`src/rtl/line_dispatcher.sv`:
```
// Command-side initiator for the line rasterizer: buffers line commands in a FIFO,
// drops wholly off-screen lines and hands the rest to the rasterizer one at a time.
module line_dispatcher #(
   parameter int DEPTH = 16,
   parameter int CW    = 13
) (
   input  logic                      clk,
   input  logic                      rst,
   input  logic                      cmd_valid,
   output logic                      cmd_ready,
   input  logic signed [CW-1:0]      cmd_sx,
   input  logic signed [CW-1:0]      cmd_sy,
   input  logic signed [CW-1:0]      cmd_ex,
   input  logic signed [CW-1:0]      cmd_ey,
   input  logic [3:0]                cmd_color,
   input  logic                      cmd_last,
   output logic signed [CW-1:0]      startX,
   output logic signed [CW-1:0]      startY,
   output logic signed [CW-1:0]      endX,
   output logic signed [CW-1:0]      endY,
   output logic [3:0]                lineColor,
   output logic                      readyIn,
   input  logic                      rastReady,
   input  logic                      done,
   output logic                      busy,
   output logic                      frame_done,
   output logic [15:0]               line_count,
   output logic [15:0]               cull_count,
   output logic [15:0]               last_frame_lines,
   output logic [$clog2(DEPTH):0]    fifo_level,
   output logic [1:0]                dbg_state
);

   // Handshakes: a command is taken on cmd_valid & cmd_ready at the clock edge;
   // a line is handed over on readyIn & rastReady at the clock edge, after which
   // the dispatcher waits for the single-cycle done pulse before popping again.

   localparam int AW = $clog2(DEPTH);
   localparam int LW = AW + 1;
   localparam int EW = 4 * CW + 5;

   localparam logic signed [CW-1:0] X_LO = CW'(-320);
   localparam logic signed [CW-1:0] X_HI = CW'(319);
   localparam logic signed [CW-1:0] Y_LO = CW'(-239);
   localparam logic signed [CW-1:0] Y_HI = CW'(240);

   typedef enum logic [1:0] {
      IDLE  = 2'd0,
      ISSUE = 2'd1,
      WAIT  = 2'd2
   } state_t;

   state_t state, state_next;

   logic [EW-1:0]          mem [DEPTH];
   logic [AW-1:0]          wr_ptr, rd_ptr;
   logic [LW-1:0]          level_next;
   logic                   push, pop;
   logic signed [CW-1:0]   h_sx, h_sy, h_ex, h_ey;
   logic [3:0]             h_color;
   logic                   h_last;
   logic                   culled;
   logic                   load, cull, count_line;
   logic                   cur_last;

   assign push = cmd_valid && cmd_ready;
   assign {h_sx, h_sy, h_ex, h_ey, h_color, h_last} = mem[rd_ptr];

   assign culled = (h_sx < X_LO && h_ex < X_LO) || (h_sx > X_HI && h_ex > X_HI) ||
                   (h_sy < Y_LO && h_ey < Y_LO) || (h_sy > Y_HI && h_ey > Y_HI);

   always_comb begin
      level_next = fifo_level;
      if (push && !pop)
         level_next = fifo_level + LW'(1);
      else if (pop && !push)
         level_next = fifo_level - LW'(1);
   end

   always_ff @(posedge clk) begin
      if (push)
         mem[wr_ptr] <= {cmd_sx, cmd_sy, cmd_ex, cmd_ey, cmd_color, cmd_last};
   end

   // cmd_ready is registered from the next level so it is low throughout reset.
   always_ff @(posedge clk) begin
      if (rst) begin
         wr_ptr     <= '0;
         rd_ptr     <= '0;
         fifo_level <= '0;
         cmd_ready  <= 1'b0;
      end else begin
         if (push)
            wr_ptr <= wr_ptr + AW'(1);
         if (pop)
            rd_ptr <= rd_ptr + AW'(1);
         fifo_level <= level_next;
         cmd_ready  <= (level_next != LW'(DEPTH));
      end
   end

   always_ff @(posedge clk) begin
      if (rst)
         state <= IDLE;
      else
         state <= state_next;
   end

   always_comb begin
      state_next = state;
      pop        = 1'b0;
      load       = 1'b0;
      cull       = 1'b0;
      count_line = 1'b0;
      frame_done = 1'b0;
      if (!rst) begin
         case (state)
            IDLE: begin
               if (fifo_level != '0) begin
                  pop = 1'b1;
                  if (culled) begin
                     cull       = 1'b1;
                     frame_done = h_last;
                  end else begin
                     load       = 1'b1;
                     state_next = ISSUE;
                  end
               end
            end
            ISSUE: begin
               if (rastReady) begin
                  count_line = 1'b1;
                  state_next = WAIT;
               end
            end
            WAIT: begin
               if (done) begin
                  frame_done = cur_last;
                  state_next = IDLE;
               end
            end
            default: state_next = IDLE;
         endcase
      end
   end

   assign readyIn   = (state == ISSUE);
   assign busy      = (state != IDLE) || (fifo_level != '0);
   assign dbg_state = state;

   always_ff @(posedge clk) begin
      if (rst) begin
         startX    <= '0;
         startY    <= '0;
         endX      <= '0;
         endY      <= '0;
         lineColor <= '0;
         cur_last  <= 1'b0;
      end else if (load) begin
         startX    <= h_sx;
         startY    <= h_sy;
         endX      <= h_ex;
         endY      <= h_ey;
         lineColor <= h_color;
         cur_last  <= h_last;
      end
   end

   // The frame boundary wins over any increment in the same cycle.
   always_ff @(posedge clk) begin
      if (rst) begin
         line_count       <= '0;
         cull_count       <= '0;
         last_frame_lines <= '0;
      end else if (frame_done) begin
         last_frame_lines <= line_count;
         line_count       <= '0;
         cull_count       <= '0;
      end else begin
         if (count_line && line_count != 16'hFFFF)
            line_count <= line_count + 16'd1;
         if (cull && cull_count != 16'hFFFF)
            cull_count <= cull_count + 16'd1;
      end
   end

endmodule

```
`config.mk`:
```
export PLATFORM = sky130hd
export DESIGN_NAME = line_dispatcher
export DESIGN_NICKNAME = d
export VERILOG_FILES = /design/src/rtl/line_dispatcher.sv
export SDC_FILE = /design/constraint.sdc
export NUM_CORES = 1
export LEC_CHECK = 0
export BUFFER_PORTS_ARGS = -buffer_cell sky130_fd_sc_hd__buf_4
export CAP_MARGIN = 20
export CELL_PAD_IN_SITES_DETAIL_PLACEMENT = 0
export CELL_PAD_IN_SITES_GLOBAL_PLACEMENT = 1
export CORE_MARGIN = 2
export CORE_UTILIZATION = 53
export DETAILED_ROUTE_END_ITERATION = 10
export PLACE_DENSITY_LB_ADDON = 0.25
export SYNTH_ARGS = -nofsm -noshare
export SYNTH_HDL_FRONTEND = slang
export SYNTH_SLANG_ARGS = --single-unit
```
`constraint.sdc`:
```
create_clock -name clk -period 6.8 [get_ports clk]
set_input_delay 0.34 -clock clk [delete_from_list [all_inputs] [get_ports clk]]
set_output_delay 0.34 -clock clk [all_outputs]
set_load 0.01 [all_outputs]
```
=== Word-level counts from Yosys, hierarchy flattened ===
Memory sizes are Yosys's and may differ from the RTL's. A register that Yosys moved wholly into a read port is not among the register bits.
Index checks and enable logic that the tools add are counted.

* Bits in registers: 121
* Bits in writable memories: 912
* Bits of input ports: 62
* Output and inout bits: 115
* Logic and storage cells: 88
* Memories kept: 1

* Add/sub/neg operators: 6
* $lt $le $gt $ge: 8
* Equal/unequal tests: 9
* Muxes and demuxes: 30
* Reduce and logical (&&, ||, !) cells: 20

{| class="wikitable"
|+ Memories
! name !! words !! bits a word !! read ports !! clocked after memory_dff !! wr ports !! RTL line !! text
|-
| mem || 16 || 57 || 1 || 1 || 1 || 55 || <nowiki>logic [EW-1:0] mem [DEPTH];</nowiki>
|}

{| class="wikitable"
|+ Operator list
! cell !! count
|-
| 16-bit by 1-bit adder with 16-bit output, second input constant || 2
|-
| 16-bit inequality test, second input constant || 2
|-
| 13-bit by 10-bit > comparator with 1-bit output, second input constant || 2
|-
| 13-bit by 9-bit > comparator with 1-bit output, second input constant || 2
|-
| 13-bit by 10-bit less-than comparator with 1-bit output, second input constant || 2
|-
| 13-bit by 9-bit less-than comparator with 1-bit output, second input constant || 2
|-
| 1-bit two-way mux || 20
|-
| 5-bit two-way mux || 2
|-
| 1-bit logical AND || 9
|-
| 4-bit by 1-bit adder with 4-bit output, second input constant || 2
|-
| 2-bit two-way mux || 4
|-
| 4-bit two-way mux || 2
|-
| 2-bit inequality test, second input constant || 3
|-
| 2-bit case mux with 3 select lines || 1
|-
| 5-bit by 1-bit adder with 5-bit output, second input constant || 1
|-
| 5-bit inequality test, second input constant || 1
|-
| 5-bit nonzero test || 1
|-
| 5-bit by 1-bit subtractor with 5-bit output, second input constant || 1
|-
| 1-bit logical OR || 4
|-
| 4-bit AND reduction || 1
|-
| 2-bit by 1-bit equality test with 1-bit output, second input constant || 1
|-
| 2-bit equality test, second input constant || 1
|-
| 1-bit logical NOT || 2
|-
| 2-bit logical NOT || 1
|-
| 4 further kinds || 4
|}

=== Logic depth before layout (Yosys ltp) ===
* Word-level depth: 10
* Depth in mapped cells: 17
* Depth with buffers taken out: 10

=== Worst setup path before layout ===
OpenSTA, ideal clock, no wires.

* Path kind: register to register
* Start: reg cmd_ready
* End: mem mem[3][0] (netlist name) (enable)
* Library setup time: 0.542 ns
* Arrival: 4.870 ns
* Required time: 6.258 ns
* Slack: 1.388 ns
* Stages on the path, launching flop included: 5
* Path buffers: 1
* Period minus slack after synthesis: 5.412 ns
* Path through: dfxtp_1 > and2_1 > clkbuf_1 > nand2_1 > nor3_1

* Word-level cells in the longest chain between the ends: 3

{| class="wikitable"
|+ Ends and longest elaborated chain
! element !! RTL line !! text
|-
| from (decl) || 10 || <nowiki>output logic cmd_ready,</nowiki>
|-
| from (signal assigned) || 98 || <nowiki>cmd_ready <= (level_next != LW'(DEPTH));</nowiki>
|-
| 1-bit logical AND || 66 || <nowiki>assign push = cmd_valid && cmd_ready;</nowiki>
|-
| 1-bit two-way mux || 81 || <nowiki>if (push)</nowiki>
|-
| 1-bit two-way mux (not written as such) || 82 || <nowiki>mem[wr_ptr] <= {cmd_sx, cmd_sy, cmd_ex, cmd_ey, cmd_color, cmd_last};</nowiki>
|-
| to (decl) || 55 ||
|}

Every way passes these cells.

==> reports/results.ini <==
[status]
status = finished clean

[sta]
hold_violations = 0
min_period_ns = 5.69
fin_skew_ns = 0.0446
finalSetupViolations = 0
tns_ns = 0
worst_slew_pin_slew_ns = 1.12
period_share = 0.837
drv_slew = 0
timing.fmax_mhz = 176
rsz0062_at_grt = no
slew_headroom = 0.252

[floorplanning]
die_y_um = 279
dieArea_um2 = 77800
num_rows = 100
start_util = 0.536
core-area_um2 = 74700
fp.dieW_um = 279
io_pins = 177

[critical_path]
crit_fanout = 41
cp-start-kind = register
crit_path_end_kind = output port
required_ns = 6.46
arrival_ns = 5.35
critPathKind = register to output port

[place]
port_buffers = 176
finalWeightedCongestion = 0.795
dp_hpwl_um = 56100

[clock_tree]
clock_path_buffers = 3
post-cts-setup-buffers = 0
cts_buffers = 103
clock_latency_ns = 0.68
cts_max_level = 3
path_clk_slew_ns = 0.06
cts-root-buf = clkbuf_16
cts_tree = built
cts.sinks = 1037

[routing]
drt_iter0_markers = 2293
drc_errors = 0
antenna_left = 0
wl_um = 99000
wl_per_cell_um = 28.9
firstDrtPassIters = 6
num_vias = 21500
viasPerCell = 6.26

[run]
max_cap_violations = 0

[global_routing]
gr-total-overflow = 0
grt_pass1_vias = 21800
grt_pass1_wl_um = 146000
grtUsageTotal = 0.257
grt_max_degree = 70
antenna_found_initial = 1

[worst_hold_path]
hp-class = input pin to register

[cells_and_area]
final_common_cell = edfxtp_1
fin_nets = 2442
final_cell_mix = 912 x edfxtp_1, 233 x mux4_2, 223 x buf_4
nFillCells = 5238
drive_gt1_frac = 0.263
syn_to_final_growth_pct = 16.0

[synth]
synth-main-ff-cell = edfxtp_1
synth-edff-count = 912
yosysWarnings = 0
syn_inst = 2104
avgSynthCellArea_um2 = 19.0
ys_seq_area_frac = 0.746
synthesis.nets = 2175
netlist_area_um2 = 40100
ys_seq_elements = 1037
ys_types = 57
async_flop_share = 0

[power_and_ir_drop]
irDropWorstVdd_uv = 321
pwr-share-comb = 0.217
switchingPower_mw = 4.69
intPower_mw = 11.8
pwr-share-clk = 0.341
powerDensity_nw_per_um2 = 355
pwr-share-seq = 0.442
p_sw_frac = 0.284
p_leak_nw = 15.0
fin_total_pwr_mw = 16.5

## power by group through the flow
stage                     clock [mW]  sequential (mW)  combinational (mW)
after floorplan                    0             7.33                2.48
after global placement             0             7.41                3.49
after detailed placement           0             7.42                3.53
after CTS                       5.69             7.29                3.57
after global routing            5.95             7.30                3.81
final                           5.63             7.29                3.57
## stage by stage
| stage | setup slack, ns | utilization | instances | cell area (µm²) | hold WS [ns] |
|---|---|---|---|---|---|
| 3_3_place_gp | 1.84 | 0.569 | 3175 | 42500 | 0.448 |
| 3_5_place_dp | 1.75 | 0.569 | 3175 | 42500 | 0.457 |
| 6_report | 1.11 | 0.622 | 3429 | 46500 | 0.0291 |
| 4_1_cts | 1.12 | 0.622 | 3426 | 46500 | 0.00549 |
| 2_1_floorplan | 1.39 | - | 2104 | 40100 | 0.439 |
| 5_1_grt | 0.807 | 0.622 | 3428 | 46500 | 0.0214 |
## state kept, by name, summed over array words and instances, names as in the netlist, 5 cells and up, named ones only
| signal | cells |
|---|---|
| fifo_level | 5 |
| line_count | 16 |
| startY | 13 |
| endY | 13 |
| mem | 912 |
| cull_count | 16 |
| endX | 13 |
| startX | 13 |
| last_frame_lines | 16 |
## layout make-up
type / count / area, µm² / area share
inverters: 15 / 56.3 / 0.00121
well taps: 969 / 1210 / 0.0261
clock inverters: 67 / 696 / 0.0150
flip-flops and latches: 1037 / 29900 / 0.643
diodes: 1 / 2.50 / 0.0000538
clock buffers: 126 / 2670 / 0.0575
repair buffers: 286 / 2350 / 0.0507
multi-input cells: 928 / 9580 / 0.206
## cell families (layout without fill, tap and decap cells)
kind of cell	after synthesis	count (layout)	share of synthesized area
AOI/OAI and AO/OA	255	255	0.0396
xor gates and xnor gates	25	25	0.00546
adders and majority gates	10	10	0.00306
buffers and inverters	139	494	0.0180
DFF	1037	1037	0.746
muxes	301	301	0.148
other	0	1	0
and+or+nand+nor	337	337	0.0400
## repair_timing
action / in CTS / in global routing
gates resized for setup: 0 / 0
hold buffers: 58 / 0
endpoints found under the hold margin: 914 / 0
## cells in the mapped netlist, types with 17 or more instances
library cell / count / share of area
a21oi_1: 81 / 0.010
buf_2: 24 / 0.0030
mux4_2: 233 / 0.13
nand2_1: 117 / 0.011
edfxtp_1: 912 / 0.68
nand3_1: 60 / 0.0075
mux2i_1: 66 / 0.016
a22oi_1: 32 / 0.0060
nand4_1: 17 / 0.0027
dfxtp_1: 125 / 0.062
clkbuf_1: 51 / 0.0048
nor2_1: 58 / 0.0054
buf_1: 23 / 0.0022
o21ai_0: 73 / 0.0091
## critical path, cell delays in order (launching register included)
cell       delay (ns)
dfxtp_2          0.91
inv_1            0.62
buf_4            0.38
and3_1           0.16
a31oi_1          0.55
a2111oi_0        0.25
or4_1            0.61
and4_4           0.43
o21a_1           0.44
nor2_1           0.18
buf_4            0.14
## metal layers
layer	GRT usage	wire length, µm	vias to the layer above
met3	0.0469	7720	172
met4	0.0651	2350	0
met1	0.360	40100	11200
met2	0.424	48700	928
li1	-	-	9139
met5	0	0	-
## worst paths after layout
path	start	end	slack, ns	cells after the start
max	register	frame_done	1.11	10
min	rst	endY[2]	0.03	2
max reg2reg	register	cull_count[12]	1.70	10
min reg2reg	last_frame_lines[6]	last_frame_lines[6]	0.47	2
(Power assumes the default switching activity.)
